$ cat src/rtl/drum_pkg.sv
// Shared definitions for the drum voices, the mixer and the top level:
// instrument encodings, default timing constants and the voice FSM states.
package drum_pkg;

    localparam logic [1:0] SEL_KICK  = 2'd0;
    localparam logic [1:0] SEL_SNARE = 2'd1;
    localparam logic [1:0] SEL_HAT   = 2'd2;
    localparam logic [1:0] SEL_CLAP  = 2'd3;

    // 50 MHz system clock divided down to an 8 kHz audio sample rate.
    localparam int CLK_DIV_8K     = 6250;
    localparam int SAMPLE_LEN_DEF = 12000;

    typedef enum logic {
        ST_IDLE = 1'b0,
        ST_PLAY = 1'b1
    } voice_state_t;

endpackage

$ cat src/rtl/drum_voice_if.sv
// Bundle between one drum voice and its surroundings: sequencer controls,
// the external synchronous sample ROM and the mixer-facing sample stream.
interface drum_voice_if #(
    parameter int IDX_W = 14
);
    logic             en;
    logic             go;
    logic [1:0]       sel;
    logic [IDX_W+1:0] rom_addr;
    logic [7:0]       rom_data;   // two's-complement PCM
    logic [7:0]       out;        // two's-complement PCM, 0 when silent
    logic             out_valid;
    logic             busy;

    // Environment side: sequencer, ROM and mixer.
    modport master (
        output en, go, sel, rom_data,
        input  rom_addr, out, out_valid, busy
    );

    // Voice side.
    modport slave (
        input  en, go, sel, rom_data,
        output rom_addr, out, out_valid, busy
    );
endinterface

$ cat src/rtl/sample_rate_div.sv
// Audio sample-rate divider: counts 0..CLK_DIV-1 while enabled and flags the
// last count as tick. Synchronous clear has priority over counting.
module sample_rate_div #(
    parameter int CLK_DIV = 6250
) (
    input  logic clk,
    input  logic reset,
    input  logic clr,
    input  logic en,
    output logic tick,
    output logic zero
);
    localparam int CW = (CLK_DIV > 1) ? $clog2(CLK_DIV) : 1;
    localparam logic [CW-1:0] LAST = CW'(CLK_DIV - 1);

    logic [CW-1:0] cnt;

    assign tick = en & (cnt == LAST);
    assign zero = (cnt == '0);

    // Divider counter, wraps to zero after the tick cycle.
    // NOTE: asynchronous reset appears in the sensitivity list so registers clear without a clock edge.
    always_ff @(posedge clk or posedge reset) begin
        if (reset) begin
            cnt <= '0;
        end else if (clr) begin
            cnt <= '0;
        end else if (en) begin
            cnt <= tick ? '0 : cnt + 1'b1;
        end
    end

endmodule

$ cat src/rtl/drum_voice.sv
// One-shot drum sample player. A rising edge on go (while en is high)
// streams one instrument's sample from the external ROM at the audio rate.
// Retriggers restart the sample; en low silences the voice immediately.
module drum_voice
    import drum_pkg::*;
#(
    parameter int CLK_DIV    = CLK_DIV_8K,
    parameter int IDX_W      = 14,
    parameter int SAMPLE_LEN = SAMPLE_LEN_DEF
) (
    input  logic         clk,
    input  logic         reset,
    drum_voice_if.slave  voice
);
    voice_state_t     state, state_next;
    logic             go_q;
    logic             trig;
    logic             tick;
    logic             div_zero;
    logic             playing;
    logic             last;
    logic             end_tick;
    logic             fetch;
    logic [IDX_W-1:0] idx;
    logic [1:0]       sel_q;
    logic [7:0]       out_r;
    logic             out_valid_r;

    assign trig     = voice.en & voice.go & ~go_q;
    assign playing  = (state == ST_PLAY);
    assign last     = (idx == IDX_W'(SAMPLE_LEN - 1));
    // A trigger on the final tick restarts instead of ending the sample.
    assign end_tick = playing & tick & last & ~trig;

    // Divider is held at zero whenever the voice is idle, disabled or restarting.
    sample_rate_div #(.CLK_DIV(CLK_DIV)) u_div (
        .clk   (clk),
        .reset (reset),
        .clr   (trig | ~voice.en | ~playing),
        .en    (playing),
        .tick  (tick),
        .zero  (div_zero)
    );

    // FSM state register.
    always_ff @(posedge clk or posedge reset) begin
        if (reset) state <= ST_IDLE;
        else       state <= state_next;
    end

    // FSM next-state: trigger wins over disable and end of sample.
    // NOTE: next state gets a default first so no path leaves it unassigned and infers a latch.
    always_comb begin
        state_next = state;
        case (state)
            ST_IDLE: if (trig) state_next = ST_PLAY;
            ST_PLAY: begin
                if (trig)             state_next = ST_PLAY;
                else if (!voice.en)   state_next = ST_IDLE;
                else if (tick && last) state_next = ST_IDLE;
            end
            default: state_next = ST_IDLE;
        endcase
    end

    // Sample index, captured bank, ROM fetch pipeline and output register.
    // NOTE: state registers use non-blocking assignments so every flop samples pre-edge values.
    always_ff @(posedge clk or posedge reset) begin
        if (reset) begin
            go_q        <= 1'b0;
            idx         <= '0;
            sel_q       <= '0;
            fetch       <= 1'b0;
            out_r       <= '0;
            out_valid_r <= 1'b0;
        end else begin
            go_q        <= voice.go;
            out_valid_r <= 1'b0;
            // The address changes exactly when the divider restarts at zero;
            // its ROM data is valid one cycle later, which is when fetch is set.
            fetch       <= playing & voice.en & div_zero & ~trig & ~(tick & last);

            if (trig) begin
                idx   <= '0;
                sel_q <= voice.sel;
            end else if (playing && voice.en && tick && !last) begin
                idx <= idx + 1'b1;
            end

            if (!voice.en) begin
                out_r       <= '0;
                out_valid_r <= |out_r;
            end else if (end_tick) begin
                out_r       <= '0;
                out_valid_r <= 1'b1;
            end else if (fetch && !trig) begin
                // An in-flight fetch is dropped when a retrigger lands on it.
                out_r       <= voice.rom_data;
                out_valid_r <= 1'b1;
            end
        end
    end

    assign voice.rom_addr  = {sel_q, idx};
    assign voice.out       = out_r;
    assign voice.out_valid = out_valid_r;
    assign voice.busy      = playing;

endmodule

$ cat src/flat_wrapper.sv
// flat-port wrapper written by rule: the top's interface ports become plain ports
module drum_voice_flat import drum_pkg::*;
#(
    parameter int CLK_DIV    = CLK_DIV_8K,
    parameter int IDX_W      = 14,
    parameter int SAMPLE_LEN = SAMPLE_LEN_DEF
)
  (clk, reset, voice_en, voice_go, voice_sel, voice_rom_data, voice_rom_addr, voice_out, voice_out_valid, voice_busy);
  drum_voice_if #(.IDX_W(IDX_W)) voice_i ();
  input  logic clk;
  input  logic reset;
  input wire logic [$bits(voice_i.en)-1:0] voice_en;
  input wire logic [$bits(voice_i.go)-1:0] voice_go;
  input wire logic [$bits(voice_i.sel)-1:0] voice_sel;
  input wire logic [$bits(voice_i.rom_data)-1:0] voice_rom_data;
  output wire logic [$bits(voice_i.rom_addr)-1:0] voice_rom_addr;
  output wire logic [$bits(voice_i.out)-1:0] voice_out;
  output wire logic [$bits(voice_i.out_valid)-1:0] voice_out_valid;
  output wire logic [$bits(voice_i.busy)-1:0] voice_busy;
  assign voice_i.en = voice_en;
  assign voice_i.go = voice_go;
  assign voice_i.sel = voice_sel;
  assign voice_i.rom_data = voice_rom_data;
  assign voice_rom_addr = voice_i.rom_addr;
  assign voice_out = voice_i.out;
  assign voice_out_valid = voice_i.out_valid;
  assign voice_busy = voice_i.busy;
  drum_voice #(.CLK_DIV(CLK_DIV), .IDX_W(IDX_W), .SAMPLE_LEN(SAMPLE_LEN)) u_core (.clk(clk), .reset(reset), .voice(voice_i));
endmodule
$ cat config.mk
export PLATFORM = sky130hd
export DESIGN_NAME = drum_voice_flat
export DESIGN_NICKNAME = d
export VERILOG_FILES = /design/src/rtl/drum_pkg.sv /design/src/rtl/drum_voice_if.sv /design/src/rtl/sample_rate_div.sv /design/src/rtl/drum_voice.sv /design/src/flat_wrapper.sv
export SDC_FILE = /design/constraint.sdc
export NUM_CORES = 1
export LEC_CHECK = 0
export CORE_ASPECT_RATIO = 0.7
export CORE_MARGIN = 3
export CORE_UTILIZATION = 56
export DETAILED_ROUTE_END_ITERATION = 10
export GPL_ROUTABILITY_DRIVEN = 0
export MAX_ROUTING_LAYER = met4
export PLACE_DENSITY = 0.85
export SYNTH_ARGS = -nofsm -noshare
export SYNTH_HDL_FRONTEND = slang
export SYNTH_HIERARCHICAL = 1
export SYNTH_SLANG_ARGS = --single-unit
export TNS_END_PERCENT = 30
$ cat constraint.sdc
create_clock -name clk -period 6.5 [get_ports clk]
set_clock_uncertainty 0.2 [all_clocks]
set_input_delay 0.975 -clock clk [delete_from_list [all_inputs] [get_ports clk]]
set_output_delay 0.975 -clock clk [all_outputs]
set_load 0.02 [all_outputs]
After elaboration in Yosys (flattened, before gate mapping)
Cells that the tools add are included.
{"block": "word_totals", "reg_bits": 41, "input_bits": 14, "out_inout_bits": 26}
{"block": "classes", "add_sub_neg": 2, "n_eq_ne": 3, "mux": 16, "bitwise": 18, "reduce_logical": 11}
{"cell": "13-bit two-way mux", "count": 3}
{"cell": "14-bit two-way mux", "count": 2}
{"cell": "8-bit two-way mux", "count": 3}
{"cell": "14-bit by 1-bit adder with 14-bit output, second input constant", "count": 1}
{"cell": "14-bit equality test, second input constant", "count": 1}
{"cell": "13-bit by 1-bit adder with 13-bit output, second input constant", "count": 1}
{"cell": "13-bit equality test, second input constant", "count": 1}
{"cell": "13-bit logical NOT", "count": 1}
{"cell": "1-bit AND", "count": 11}
{"cell": "8-bit OR reduction", "count": 1}
{"cell": "1-bit two-way mux", "count": 7}
{"cell": "1-bit logical AND", "count": 5}
{"cell": "1-bit NOT", "count": 5}
{"cell": "2-bit nonzero test", "count": 2}
{"cell": "3-bit by 1-bit != test with 1-bit output, second input constant", "count": 1}
{"cell": "1-bit logical NOT", "count": 2}
{"cell": "1-bit bitwise OR", "count": 2}
{"cell": "1-bit case mux with 2 select lines", "count": 1}

Depth between registers and ports, before layout
Gate-level depths: netlist of run 1.
{"block": "depth", "ltp_word": 7, "depth_mapped": 9, "depth_no_buf": 9}

Hierarchy
The synthesis of run 1 kept the hierarchy.
{"module": "drum_voice", "instances": 1, "cells_each": 147, "area_each_um2": 1383.8}
{"module": "sample_rate_div", "instances": 1, "cells_each": 87, "area_each_um2": 788.3}

Worst setup path after synthesis of run 1
Ideal clock, no wire load.
{"block": "synth_timing", "path_type": "reg-to-reg", "from": "reg u_core.state (netlist: u_core/voice.busy)", "to": "reg u_core.idx[13]", "setup_time_ns": 0.066, "arrival_time_ns": 2.165, "required_ns": 6.234, "setup_slack_ns": 4.069, "path_stages_with_launch": 8, "n_path_buf": 0, "synth_period_minus_slack_ns": 2.431, "path_cell_list": "dfrtp_1 -> nand3_1 -> or3_4 -> nor2_1 -> and4_4 -> nand4_1 -> or4_1 -> nand2_1"}
{"block": "synth_between", "elab_chain_cells": 4, "elab_cells_between_ends": 5, "classes_between": "bitwise (1); reduce/logical (4)"}
{"element": "start, declared", "line": "drum_voice.sv:15", "text": "voice_state_t state, state_next;"}
{"element": "start signal, assigned", "line": "drum_voice.sv:48", "text": "else state <= state_next;"}
{"element": "1-bit AND", "line": "sample_rate_div.sv:18", "text": "assign tick = en & (cnt == LAST);"}
{"element": "via u_core.tick", "line": "drum_voice.sv:18", "text": "logic tick;"}
{"element": "1-bit logical AND (2 in series)", "line": "drum_voice.sv:86", "text": "end else if (playing && voice.en && tick && !last) begin"}
{"element": "2-bit nonzero test (no source line)"}
{"element": "end signal, assigned", "line": "drum_voice.sv:87", "text": "idx <= idx + 1'b1;"}
{"element": "end, declared", "line": "drum_voice.sv:24", "text": "logic [IDX_W-1:0] idx;"}
The timed path passes the listed nets, and every way through them passes these cells.
A chain may end at the register's enable or synchronous reset.

Worst setup path in the final report of run 1
{"block": "layout_timing", "from": "reg u_core.state (netlist: u_core/voice.busy)", "to": "out voice_busy"}
{"element": "end, declared", "line": "flat_wrapper.sv:19", "text": "output wire logic [$bits(voice_i.busy)-1:0] voice_busy;"}
No word-level cell between the ends.

==> results of run 1 <==
-- sequential cells by signal, summed over array words and instances, names as in the netlist --
| name | cells |
|---|---|
| u_core/fetch | 1 |
| u_core/go_q | 1 |
| u_core/idx | 14 |
| u_core/sel_q | 2 |
| u_core/u_div/cnt | 13 |
| u_core/voice.busy | 1 |
| u_core/voice.out | 8 |
| u_core/voice.out_valid | 1 |
-- logic make-up after synthesis --
group | count (synthesis) | synth area share, %
simple gates | 117 | 27.8
flops | 41 | 47.2
compound gates | 39 | 12.7
buf+inv | 20 | 4.72
xor+xnor | 13 | 5.24
fa+ha+maj | 4 | 2.30
-- metal layers --
metal / up-vias / GRT usage [%] / wire length [um] / part of all wire (%)
li1: 892 / - / - / -
met1: 803 / 33.7 / 2350 / 52
met3: 5 / 5.59 / 390 / 8.6
met2: 67 / 27.4 / 1730 / 38
met5: - / - / 0 / 0
met4: 0 / 6.51 / 46 / 1.0
-- per-stage QoR --
stage	util [%]	worst slack (ns)	power [mW]
floorplan	-	4.07	0.294
global placement	70.6	3.47	0.315
detailed placement	70.6	3.40	0.315
CTS	73.4	3.61	0.496
global route	73.4	3.54	0.512
finish	73.4	3.61	0.489
-- Yosys cell counts, types with 2 or more instances --
library cell  instances
a31oi_1               2
xor2_1                5
nor4_1                4
nand2b_1              2
nand3_1               8
o211ai_1              6
dfrtp_1              41
buf_6                 3
nand4_1               7
nor3_1                9
o31ai_1               3
a21oi_1              15
and3_1                5
ha_1                  4
and2_1                2
xnor2_1               8
or3_1                 4
clkbuf_1              5
nand2_1              38
or4_1                 6
and4_4                2
o21ai_0               6
nor2_1               22
inv_1                10
-- worst paths after layout --
path,start,end,slack [ns],depth (start not counted)
max in group asynchronous,reset,u_core/idx[3],4.41,2
worst min-delay path,u_core/sel_q[1],u_core/sel_q[1],0.29,2
min in group asynchronous,reset,u_core/u_div/cnt[7],0.83,2
worst min register to register,u_core/sel_q[1],u_core/sel_q[1],0.29,2
worst max-delay path,u_core/voice.busy,voice_busy,3.61,1
worst max register to register,u_core/voice.busy,u_core/idx[13],3.68,7
-- layout make-up --
type | instances | area [um2]
multi-input combinational | 173 | 1040
clock buffer | 7 | 96.3
sequential | 41 | 1030
fill | 257 | 965
tap | 50 | 62.6
timing repair buffer | 39 | 390
clock inverter | 1 | 5.00
inverter | 10 | 37.5
-- where the power goes --
group / total, mW / internal (mW) / switching, mW
registers: 0.265 / 0.260 / 0.00513
logic: 0.0445 / 0.0202 / 0.0242
clock network: 0.180 / 0.0959 / 0.0839
-- placed cells by master, fill, tap and decap left out, types with 2 or more instances in the layout --
master and count:
clkdlybuf4s50_1 39, and3_1 5, ha_1 4, or4_1 6, o21ai_0 6, and2_1 2, or3_1 4, and4_4 2
xnor2_1 8, inv_1 10, nand2b_1 2, clkbuf_8 7, a31oi_1 2, nor4_1 4, nand3_1 8, nor3_1 9
a21oi_1 15, dfrtp_1 41, xor2_1 5, o31ai_1 3, nand4_1 7, nand2_1 38, nor2_1 22, o211ai_1 6
==> impl_metrics.csv, run 1 <==
group,metric,value,unit
clocking,cts_buffer_depth,2,
sta,rsz0062_at_grt,"no",
placement,port_buffers,39,
placement,dp.cells,313,
outcome,outcome,"finished clean",
finish,nets,288,
sta,hold_viol_final,0,
clocking,cts_tree,"done",
logic_synthesis,yosysTopAreaCellShare,47.2,%
power,leakage,1.08,nW
die,io_pins,40,
critical_path,path_cells,"clkdlybuf4s50_1",
clocking,cts_buffers,5,
logic_synthesis,syn_area,2170,um2
critical_path,cpLargestDelayFamily,"buffers and inverters",
global_route,grt_pass1_vias,1593,
logic_synthesis,ys_seq_area_share,47.2,%
sta,final.period_utilization,44.4,%
critical_path,path_max_fanout,19,
critical_path,path_buf_inv,1,
clocking,cts_sinks,41,
critical_path,required,5.32,ns
logic_synthesis,synth_edf_count,0,
clocking,clock-root-buffer,"clkbuf_8",
route,wl_per_cell,14.1,um
sta,slew_headroom,30.7,%
sta,max_freq,346,MHz
die,die_x,80.4,um
critical_path,startpoint_type,"flip-flop",
global_route,antenna_found_initial,0,
logic_synthesis,yosysUniqueCellTypes,41,
clocking,cts.clk_slew.worst_paths,0.07,ns
logic_synthesis,synth.avg_cell_area,9.28,um2
sta,final.setup.tns,0,ns
sta,setup-violations-final,0,
clocking,cts.repair.resized,0,
critical_path,arrival,1.71,ns
route,drtAntennaViolNets,0,
sta,whs,0.287,ns
clocking,clk_latency,0.29,ns
clocking,cts_setup_buffers,0,
die,dieArea,4670,um2
finish,final_area,2660,um2
critical_path,cpMaxStageDelayCell,"clkdlybuf4s50_1",
clocking,postCtsHoldBufs,0,
finish,antennaDiodeCount,0,
finish,area.growth.synth_to_final,22.5,%
logic_synthesis,synth_area_leader_cell,"dfrtp_1",
clocking,cts_max_level,2,
global_route,grt_max_degree,29,
critical_path,crit_path_end_kind,"primary output",
power,power.density,184,nW/um2
sta,min_period,2.89,ns
logic_synthesis,synth_fp_nets,252,
logic_synthesis,syn_inst,234,
global_route,grt_usage,21.7,%
die,initial_core_util,59.9,%
logic_synthesis,yosys_warnings,6,
placement,dp_hpwl,3210,um
logic_synthesis,ys_ff_latch,41,
route,postRouteWirelength,4510,um
critical_path,crit_type,"flip-flop to primary output",
sta,slew_viol_final,0,
die,rows,18,
job,cap_violations,0,
logic_synthesis,async_flop_share,100,%
power,vdd_drop_max,171,uV
route,first_pass_iters,4,
logic_synthesis,synthFlopType,"dfrtp_1",
route,num_vias,1767,
critical_path,crit_path_max_incr_delay,0.72,ns
route,avgViaCountPerCell,5.50,
placement,dpl-instance-area,2560,um2
die,core,3630,um2
logic_synthesis,ys_top_cells_by_area,"dfrtp_1, nand2_1, nor2_1",
finish,final_cells,321,
global_route,grt_remaining_overflow,0,
route,drc_errors,0,
die,die_y,58.1,um
finish,drive_gt1_share,6.64,%
sta,worst_slew_pin_slew,1.04,ns
route,drtIter0Drc,131,
worst_hold_path,hold_class,"flip-flop to flip-flop",
global_route,grt_first_pass_wirelength,7520,um
Note: power is estimated with default switching activity, not from simulation.
==> inputs of run 2 (changes only) <==
Settings changed: CORE_UTILIZATION 56 to 52, PLACE_DENSITY 0.85 to 0.79.
Clock period 6.5 ns to 3 ns, I/O delays scaled along.
==> run 2 against run 1 <==
First-iteration DRC count fell by 12%. Non-clock buffer count grew 4. Hold slack better by 0.0029 ns. Sequential power up 120%. Highest routed layer unchanged. Register-to-register slack got worse by 3.3 ns. Power up 110%. Final cell count grew 1.2%. Die area increased by 7.0%. Final area up 0.42%. Core utilization decreased by 2.3 points.
==> impl_metrics.csv, run 2 (synthesis gave the netlist of run 1 again) <==
group,metric,value,unit
route,postRouteWirelength,4810,um
route,drtIter0Drc,115,
finish,largest_register,"u_core/idx",
route,drc_errors,0,
route,wl_per_cell,14.8,um
global_route,grt_first_pass_wirelength,8060,um
global_route,grt_usage,21.3,%
global_route,grt_pass1_vias,1673,
clocking,cts_buffer_depth,2,
sta,final.setup.tns,0,ns
route,avgViaCountPerCell,5.70,
route,first_pass_iters,5,
job,cap_violations,0,
power,vdd_drop_max,246,uV
worst_hold_path,hold_path_depth,2,
die,rows,18,
finish,nets,292,
finish,mostFrequentLayoutCells,"dfrtp_1, clkdlybuf4s50_1, nand2_1",
clocking,cts_max_level,2,
placement,dpl-instance-area,2590,um2
power,switching_power,245,uW
outcome,outcome,"finished clean",
power,leakage,1.09,nW
die,core,3760,um2
clocking,cts_setup_buffers,0,
critical_path,arrival,2.66,ns
sta,slew_viol_final,0,
sta,max_freq,379,MHz
power,p_int,772,uW
critical_path,crit_path_end_kind,"flip-flop",
sta,slew_headroom,66.2,%
finish,largest_reg_flops,14,
clocking,cts.repair.resized,0,
power,power.density,381,nW/um2
route,num_vias,1851,
finish,final_area,2670,um2
clocking,postCtsHoldBufs,0,
placement,port_buffers,39,
finish,area.growth.synth_to_final,23.0,%
critical_path,path_max_fanout,5,
global_route,grt_max_degree,29,
power,pwr-share-seq,56.0,%
finish,drive_gt1_share,7.64,%
placement,dp_hpwl,3520,um
clocking,cts_buffers,5,
sta,worst_slew_pin_slew,0.506,ns
die,dieArea,5000,um2
sta,final.period_utilization,87.8,%
clocking,clk_latency,0.29,ns
global_route,antenna_found_initial,0,
power,sw_frac_of_total,24.1,%
route,drtAntennaViolNets,0,
worst_hold_path,min_from,"u_core/sel_q[0]",
finish,final_common_cell,"dfrtp_1",
worst_hold_path,worstHoldEndpoint,"u_core/sel_q[0]",
die,die_y,60.1,um
critical_path,rr_startpoint,"u_core/u_div/cnt[1]",
finish,antennaDiodeCount,0,
power,comb_power_share,10.5,%
sta,hold_viol_final,0,
clocking,cts.clk_slew.worst_paths,0.08,ns
sta,rsz0062_at_grt,"no",
die,initial_core_util,57.8,%
worst_hold_path,hold_class,"flip-flop to flip-flop",
critical_path,reg2regPathDepth,9,
die,io_pins,40,
clocking,cts_sinks,41,
critical_path,required,3.03,ns
die,die_x,83.3,um
route,drt-met1-wl,2420,um
route,topRoutingLayerUsed,"met4",
critical_path,timing.rr.end,"u_core/idx[11]",
critical_path,startpoint_type,"flip-flop",
global_route,grt_remaining_overflow,0,
route,routed-wl-met2,2020,um
finish,fillers,280,
sta,min_period,2.64,ns
route,wl_met3,347,um
critical_path,rrSetupSlack,0.36,ns
power,pwr-share-clk,33.5,%
clocking,clock-root-buffer,"clkbuf_8",
sta,setup-violations-final,0,
critical_path,crit_type,"flip-flop to flip-flop",
clocking,cts_tree,"done",
## run 2: cell types whose count changed in the layout (fill, tap and decap cells not counted)
cell / change
buf_4: +4
clkbuf_8: -2
clkbuf_1: +1
clkinv_2: +1
## run 2: critical path, stage by stage, from the launching register on
cell	delay, ns
dfrtp_1	0.41
inv_1	0.10
ha_1	0.15
nand3_1	0.06
or3_4	0.40
nor2_1	0.22
and4_4	0.29
nand4_1	0.22
or4_1	0.46
nand2_1	0.08
## run 2: layout make-up
class / count / area, um2 / share of cell area (%)
clock inverters: 2 / 10.0 / 0.375
repair buffers: 43 / 420 / 15.7
clock buffers: 6 / 72.6 / 2.72
multi-input cells: 173 / 1040 / 39.0
inverters: 10 / 37.5 / 1.40
flip-flops and latches: 41 / 1030 / 38.4
well taps: 50 / 62.6 / 2.34
## run 2: worst max path at each step
stage	from	to	slack (ns)	cells past startpoint
after floorplan	u_core/voice.busy	u_core/idx[13]	0.57	7
after detailed placement	u_core/u_div/cnt[1]	u_core/idx[11]	0.40	9
after CTS	u_core/u_div/cnt[1]	u_core/idx[11]	0.37	9
final	u_core/u_div/cnt[1]	u_core/idx[11]	0.36	9
after global placement	voice_en	u_core/u_div/cnt[10]	0.52	7
after global routing	u_core/u_div/cnt[1]	u_core/idx[11]	0.20	9
## run 2: per-stage QoR
stage / power [mW] / setup slack [ns] / std cells / util, % / hold WS, ns
6_report: 1.02 / 0.365 / 325 / 71.1 / 0.290
3_3_place_gp: 0.687 / 0.516 / 317 / 68.9 / 0.262
3_5_place_dp: 0.688 / 0.397 / 317 / 68.9 / 0.266
2_1_floorplan: 0.637 / 0.569 / 234 / - / 0.127
4_1_cts: 1.03 / 0.373 / 325 / 71.1 / 0.284
5_1_grt: 1.06 / 0.202 / 325 / 71.1 / 0.311
## run 2: per-layer routing
metal / up-vias / global-route usage [%]
li1: 905 / -
met1: 871 / 30.5
met2: 71 / 30.1
met3: 4 / 5.51
met4: 0 / 5.36
met5: - / -
## run 2: power by group through the flow
stage	clock (mW)	combinational [mW]	sequential (mW)
2_1_floorplan	0	0.0428	0.594
6_report	0.340	0.107	0.570
3_3_place_gp	0	0.107	0.581
4_1_cts	0.351	0.108	0.570
3_5_place_dp	0	0.107	0.581
5_1_grt	0.376	0.117	0.571
